==> src/rtl/fnd_scan_controller_pkg.sv <==
// Shared constants for the FND (7-segment) scan controller.
// Contents: active-low 7-seg pattern table for digits 0..9, BLANK code,
// digit count and the decimal-point blink thresholds.
package fnd_scan_controller_pkg;

  localparam int unsigned NUM_DIGITS = 4;

  // Active-low segments, bit order g..a. Entry [n] is the pattern for digit n.
  localparam logic [9:0][6:0] SEG_TABLE = {
    7'h10,  // 9
    7'h00,  // 8
    7'h78,  // 7
    7'h02,  // 6
    7'h12,  // 5
    7'h19,  // 4
    7'h30,  // 3
    7'h24,  // 2
    7'h79,  // 1
    7'h40   // 0
  };

  localparam logic [6:0] BLANK = 7'h7F;

  // Decimal point blinks on for the first half of each unit.
  localparam int unsigned BLINK_MSEC_TH = 50;
  localparam int unsigned BLINK_SEC_TH  = 30;

endpackage

==> src/rtl/fnd_scan_controller_time_splitter.sv <==
// Combinational decimal splitter: value -> ones and tens digits.
// Ports:
//   i_value : unsigned binary value
//   o_ones  : i_value % 10
//   o_tens  : i_value / 10 (may exceed 9 for out-of-range values)
module time_splitter #(
  parameter int unsigned BIT_WIDTH = 7
) (
  input  logic [BIT_WIDTH-1:0] i_value,
  output logic [BIT_WIDTH-1:0] o_ones,
  output logic [BIT_WIDTH-1:0] o_tens
);

  always_comb begin
    o_ones = i_value % BIT_WIDTH'(10);
    o_tens = i_value / BIT_WIDTH'(10);
  end

endmodule

==> src/rtl/fnd_scan_controller.sv <==
// Four-digit multiplexed 7-segment scan controller.
// Shows sec.msec (i_sel_hm=0) or hour.min (i_sel_hm=1), one digit at a time.
// Ports:
//   clk, reset  : clock and synchronous active-high reset
//   i_msec      : hundredths 0..99
//   i_sec       : seconds 0..59
//   i_min       : minutes 0..59
//   i_hour      : hours 0..23
//   i_sel_hm    : display select
//   o_fnd_com   : active-low digit enables, bit 0 = rightmost digit
//   o_fnd_data  : active-low segments, [6:0] = g..a, [7] = dp
module fnd_scan_controller
  import fnd_scan_controller_pkg::*;
#(
  parameter int unsigned SYS_CLK_HZ = 100_000_000,
  parameter int unsigned SCAN_HZ    = 1000
) (
  input  logic       clk,
  input  logic       reset,
  input  logic [6:0] i_msec,
  input  logic [5:0] i_sec,
  input  logic [5:0] i_min,
  input  logic [4:0] i_hour,
  input  logic       i_sel_hm,
  output logic [3:0] o_fnd_com,
  output logic [7:0] o_fnd_data
);

  localparam int unsigned DIV    = SYS_CLK_HZ / SCAN_HZ;
  localparam int unsigned TCNT_W = (DIV > 2) ? $clog2(DIV) : 1;
  localparam int unsigned IDX_W  = $clog2(NUM_DIGITS);

  logic [TCNT_W-1:0] r_tcnt;
  logic [IDX_W-1:0]  r_idx;
  logic [3:0]        r_com;
  logic [7:0]        r_data;

  logic       w_tick;
  logic [6:0] w_low;
  logic [6:0] w_high;
  logic [6:0] w_value;
  logic [6:0] w_ones;
  logic [6:0] w_tens;
  logic [6:0] w_digit;
  logic       w_blink;
  logic       w_dp_on;

  function automatic logic [6:0] f_decode(input logic [6:0] value);
    if (value < 7'd10) begin
      return SEG_TABLE[value[3:0]];
    end
    return BLANK;
  endfunction

  assign w_tick = (r_tcnt == TCNT_W'(DIV - 1));

  // Low/high display fields, zero-extended to the splitter width.
  assign w_low  = i_sel_hm ? {1'b0, i_min}  : i_msec;
  assign w_high = i_sel_hm ? {2'b0, i_hour} : {1'b0, i_sec};

  // idx[1] picks the field, idx[0] picks tens over ones.
  assign w_value = r_idx[1] ? w_high : w_low;
  assign w_digit = r_idx[0] ? w_tens : w_ones;

  time_splitter #(
    .BIT_WIDTH(7)
  ) u_time_splitter (
    .i_value(w_value),
    .o_ones (w_ones),
    .o_tens (w_tens)
  );

  assign w_blink = i_sel_hm ? (i_sec < 6'(BLINK_SEC_TH)) : (i_msec < 7'(BLINK_MSEC_TH));
  assign w_dp_on = (r_idx == IDX_W'(2)) && w_blink;

  always_ff @(posedge clk) begin
    if (reset) begin
      r_tcnt <= '0;
      r_idx  <= '0;
      r_com  <= 4'hF;
      r_data <= 8'hFF;
    end else begin
      if (w_tick) begin
        r_tcnt <= '0;
        r_idx  <= r_idx + IDX_W'(1);
      end else begin
        r_tcnt <= r_tcnt + TCNT_W'(1);
      end
      // Outputs track the idx held before this edge, so they lag idx by one clk.
      r_com  <= ~(4'b0001 << r_idx);
      r_data <= {~w_dp_on, f_decode(w_digit)};
    end
  end

  assign o_fnd_com  = r_com;
  assign o_fnd_data = r_data;

endmodule
==> config.mk <==
export PLATFORM = sky130hd
export DESIGN_NAME = fnd_scan_controller
export DESIGN_NICKNAME = d
export VERILOG_FILES = /design/src/rtl/fnd_scan_controller_pkg.sv /design/src/rtl/fnd_scan_controller_time_splitter.sv /design/src/rtl/fnd_scan_controller.sv
export SDC_FILE = /design/constraint.sdc
export NUM_CORES = 1
export LEC_CHECK = 0
export ABC_CLOCK_PERIOD_IN_PS = 5400
export CAP_MARGIN = 20
export CORE_MARGIN = 2
export CORE_UTILIZATION = 52
export CTS_CLUSTER_DIAMETER = 120
export DETAILED_ROUTE_END_ITERATION = 16
export GPL_TIMING_DRIVEN = 0
export PLACE_DENSITY = 0.75
export SLEW_MARGIN = 20
export SYNTH_ARGS = -nofsm -noshare
export SYNTH_HDL_FRONTEND = slang
export SYNTH_SLANG_ARGS = --single-unit
==> constraint.sdc <==
create_clock -name clk -period 5.4 [get_ports clk]
set_input_delay 0.54 -clock clk [delete_from_list [all_inputs] [get_ports clk]]
set_output_delay 0.54 -clock clk [all_outputs]
set_load 0.05 [all_outputs]
==> implementation parameters <==
Parameter                              Value

Yosys
  Leading area contributor after synthesis    sky130_fd_sc_hd__dfxtp_1
  Synthesized cell area    approximately 2300 sq um
  Total number of yosys warnings    0
  Per-instance average area after synthesis    about 8.5 sq um
  Post-synth EDFFs    0
  Share of synthesized area occupied by flip-flops and latches    26.61%
  Main synth FF type    sky130_fd_sc_hd__dfxtp_1
  Synthesis-stage register bit count    31
  Count of different cell masters after synthesis    70
  Fraction of post-synthesis cell area in the top cell type by area    a little over a quarter
  Syn nets    310
  Ys async rst share    0%
  Instance count of the mapped netlist    276
  Largest cells by area after synthesis    sky130_fd_sc_hd__dfxtp_1 27%, sky130_fd_sc_hd__mux2i_1 5.6%, sky130_fd_sc_hd__nor2_1 5.5%, sky130_fd_sc_hd__ha_1 3.8%, sky130_fd_sc_hd__o21ai_0 3.4%

Die
  Site row count    24
  Starting density of the core    a little over half
  Die Span Y    70.97 microns
  Area of the die    slightly above 5000 sq um
  Core footprint    4324 sq um
  Die width    70.97 microns
  Number of top-level pins    39

Job
  Max-cap viol count    0

Route
  Final routed wirelength across all metal layers    5.726 mm
  Met3 wirelength from detailed routing    ~380 microns
  Sum of met2 wire segment lengths after detailed routing    2.699 mm
  Via total after detailed routing    2303
  Average vias per placed instance    around 6.2
  DR DRC count    0
  Detailed Route Iter0 Violations    176
  Uppermost layer routed    met4
  Per-cell routed wire length    about 15 microns
  Post-DRT Antenna Nets    0
  Met1 wire length    about 2.6 mm
  Detailed-routing iteration count for the pre-antenna-repair pass    5

STA
  Final hold violations    0
  Post-Route Setup TNS    0 ns
  Maximum clock frequency    about 0.24 GHz
  Final Max Tran Viols    0
  Worst-case clock skew    around 0.0073 ns
  Clock period minus worst slack    around 4.3 ns
  Unrepaired setup endpoints after global routing    no
  Worst-Margin Slew    0.6983 ns
  Setup ws final    1.149 ns
  Worst slew slack as a fraction of its limit    between 50% and 60%
  Period utilization    78.73%
  Final-report setup violation count    0

Power
  Portion of total power attributed to the clock network    between 20% and 30%
  Peak supply drop    just over 0.2 mV
  Sw Ratio    35.18%
  Leakage power total    0.001045 uW
  Internal cell power    446.5 uW
  Comb power frac    38.1%
  Power after layout    between 600 and 700 uW
  Total power density per cell area    243.0 nW/um^2
  Power dissipated by switching net loads    242.3 uW
  Part of the total power dissipated in sequential elements    35.8%

Clocking
  Number of clock sinks seen by CTS    31
  Hold buffers post-CTS    0
  Clock tree from TritonCTS    done
  Clock transition at path regs    0.06 ns
  Buffer cell driving the clock tree root    sky130_fd_sc_hd__clkbuf_8
  # Post-CTS Setup Buffers    0
  Num CTS Buffers    5
  Latest clock arrival within the worst-skew pair    0.28 ns
  Clock buffer depth    2
  Cells resized by post-CTS repair    0
  CTS H-Tree Depth    2

Setup path
  Worst Setup End Kind    flop
  Worst-path maximum fanout    10
  Type of the setup path with the least slack    in -> reg
  Data required, critical path    around 5.5 ns
  Data arrival time at the worst-slack endpoint    4.39 ns
  Reg-to-reg slack, setup    1.47 ns
  Setup crit start kind    input port

Global routing
  Vias in the first global route    around 2100
  Initial antenna violation count    0
  Overflow left after global routing    0
  Global-route usage over all layers    approximately a quarter
  Global-route wire length before repair    just under 10 mm
  Largest net degree at the start of global routing    11

Finish
  Most common cell after layout, fill and taps aside    sky130_fd_sc_hd__clkdlybuf4s50_1
  Highest-count cells in the layout ignoring fill and taps    35 x sky130_fd_sc_hd__clkdlybuf4s50_1, 34 x sky130_fd_sc_hd__nor2_1, 31 x sky130_fd_sc_hd__dfxtp_1
  Area growth from synthesis to layout    21.57%
  Count of fill cells added during filler insertion    ~400
  Non-filler cells in the finished layout    370
  Total number of nets in the final design    around 350
  Number of diodes added for antenna fixing    0
  Proportion of layout cells with a drive suffix above 1    12.89%
  Fraction of the core area covered by cells at the end of the flow    65.57%
  Combined area of the multi-input logic cells    1609 sq um
  Sequential cell area in the final layout    just over 600 sq um

Placed design
  Port bufs    35
  Number of instances in the placed design    363
  Worst-case setup slack after placement    0.9447 ns
  Half-perimeter wire length after placement    4.366 mm
  Placer's final routability congestion estimate    0.8786

Hold path
  Type of the tightest min-delay check    reg -> reg

Run status
  Result of the run    completed
-- flip-flops by register name, indices dropped and copies added, names as in the netlist --
register / cells
r_tcnt: 17
o_fnd_com: 4
o_fnd_data: 8
r_idx: 2
-- layout make-up --
cell class / count / area share, %
Multi-Input combinational cell: 226 / 56.75
Sequential cell: 31 / 21.89
Timing Repair Buffer: 35 / 12.36
Buffer: 14 / 2.957
Clock buffer: 6 / 2.913
Tap cell: 52 / 2.295
Inverter: 5 / 0.6620
Clock inverter: 1 / 0.1765
-- stage by stage --
step | hold slack (ns) | cell area, sq um
after floorplan | 0.4175 | 2332
after global placement | 0.4302 | 2748
after detailed placement | 0.4419 | 2748
after CTS | 0.4498 | 2835
after global routing | 0.4675 | 2835
final | 0.4492 | 2835
-- critical path, cell delays in order --
cell and delay (ns):
sky130_fd_sc_hd__clkdlybuf4s50_1 0.49, sky130_fd_sc_hd__mux4_2 0.59, sky130_fd_sc_hd__clkbuf_1 0.26, sky130_fd_sc_hd__mux2i_1 0.18
sky130_fd_sc_hd__o32ai_1 0.11, sky130_fd_sc_hd__a21oi_1 0.33, sky130_fd_sc_hd__ha_1 0.36, sky130_fd_sc_hd__a21boi_0 0.30
sky130_fd_sc_hd__o32a_1 0.21, sky130_fd_sc_hd__nand3_1 0.11, sky130_fd_sc_hd__nor2_2 0.27, sky130_fd_sc_hd__o21ai_1 0.22
sky130_fd_sc_hd__a21boi_1 0.27, sky130_fd_sc_hd__nand4_1 0.14
-- metal layers --
metal	vias to the layer above	global-route usage (%)
li1	1125	-
met1	1095	33.30
met2	79	38.01
met3	4	5.556
met4	0	3.354
met5	-	0
-- power by group through the flow --
stage	Combinational, uW	Clock (uW)	Sequential, uW
after floorplan	145	0	293
after global placement	257	0	252
after detailed placement	260	0	252
after CTS	260	182	247
after global routing	284	196	248
final	262	180	246
-- cells by family after synthesis --
group | count (synthesis) | synth area share [%]
muxes | 20 | 10.41
AOI/OAI and AO/OA | 80 | 26.13
and+or+nand+nor | 105 | 23.39
adders and majority gates | 8 | 4.184
buffers and inverters | 19 | 4.399
xor gates and xnor gates | 13 | 4.882
DFF | 31 | 26.61
-- worst paths after layout --
kind	from	end	cells after the start
setup / recovery	i_msec[2]	o_fnd_data[3]	14
hold / removal	r_tcnt[0]	r_tcnt[0]	1
setup reg to reg	r_idx[1]	o_fnd_data[3]	14
hold reg to reg	r_tcnt[0]	r_tcnt[0]	1
-- cells in the mapped netlist, drive strengths merged, types with 2 or more instances --
library cell and n:
nor2 35, a311oi 2, or3 4, xor2 7, o211ai 6, xnor2 6
buf 8, nor3 7, a21oi 15, nand3 14, mux2i 13, o21ai 20
a211oi 5, mux4 3, nand2 16, o31ai 2, clkbuf 6, or3b 2
dfxtp 31, mux2 4, nand2b 4, a211o 2, ha 7, nor4bb 2
o211a 2, a31oi 3, o21a 5, o221a 2, a21boi 2, a41oi 3
nor4 2, inv 4, o32ai 2, nand4 4, and3 7
Note: power is estimated with default switching activity, not from simulation.
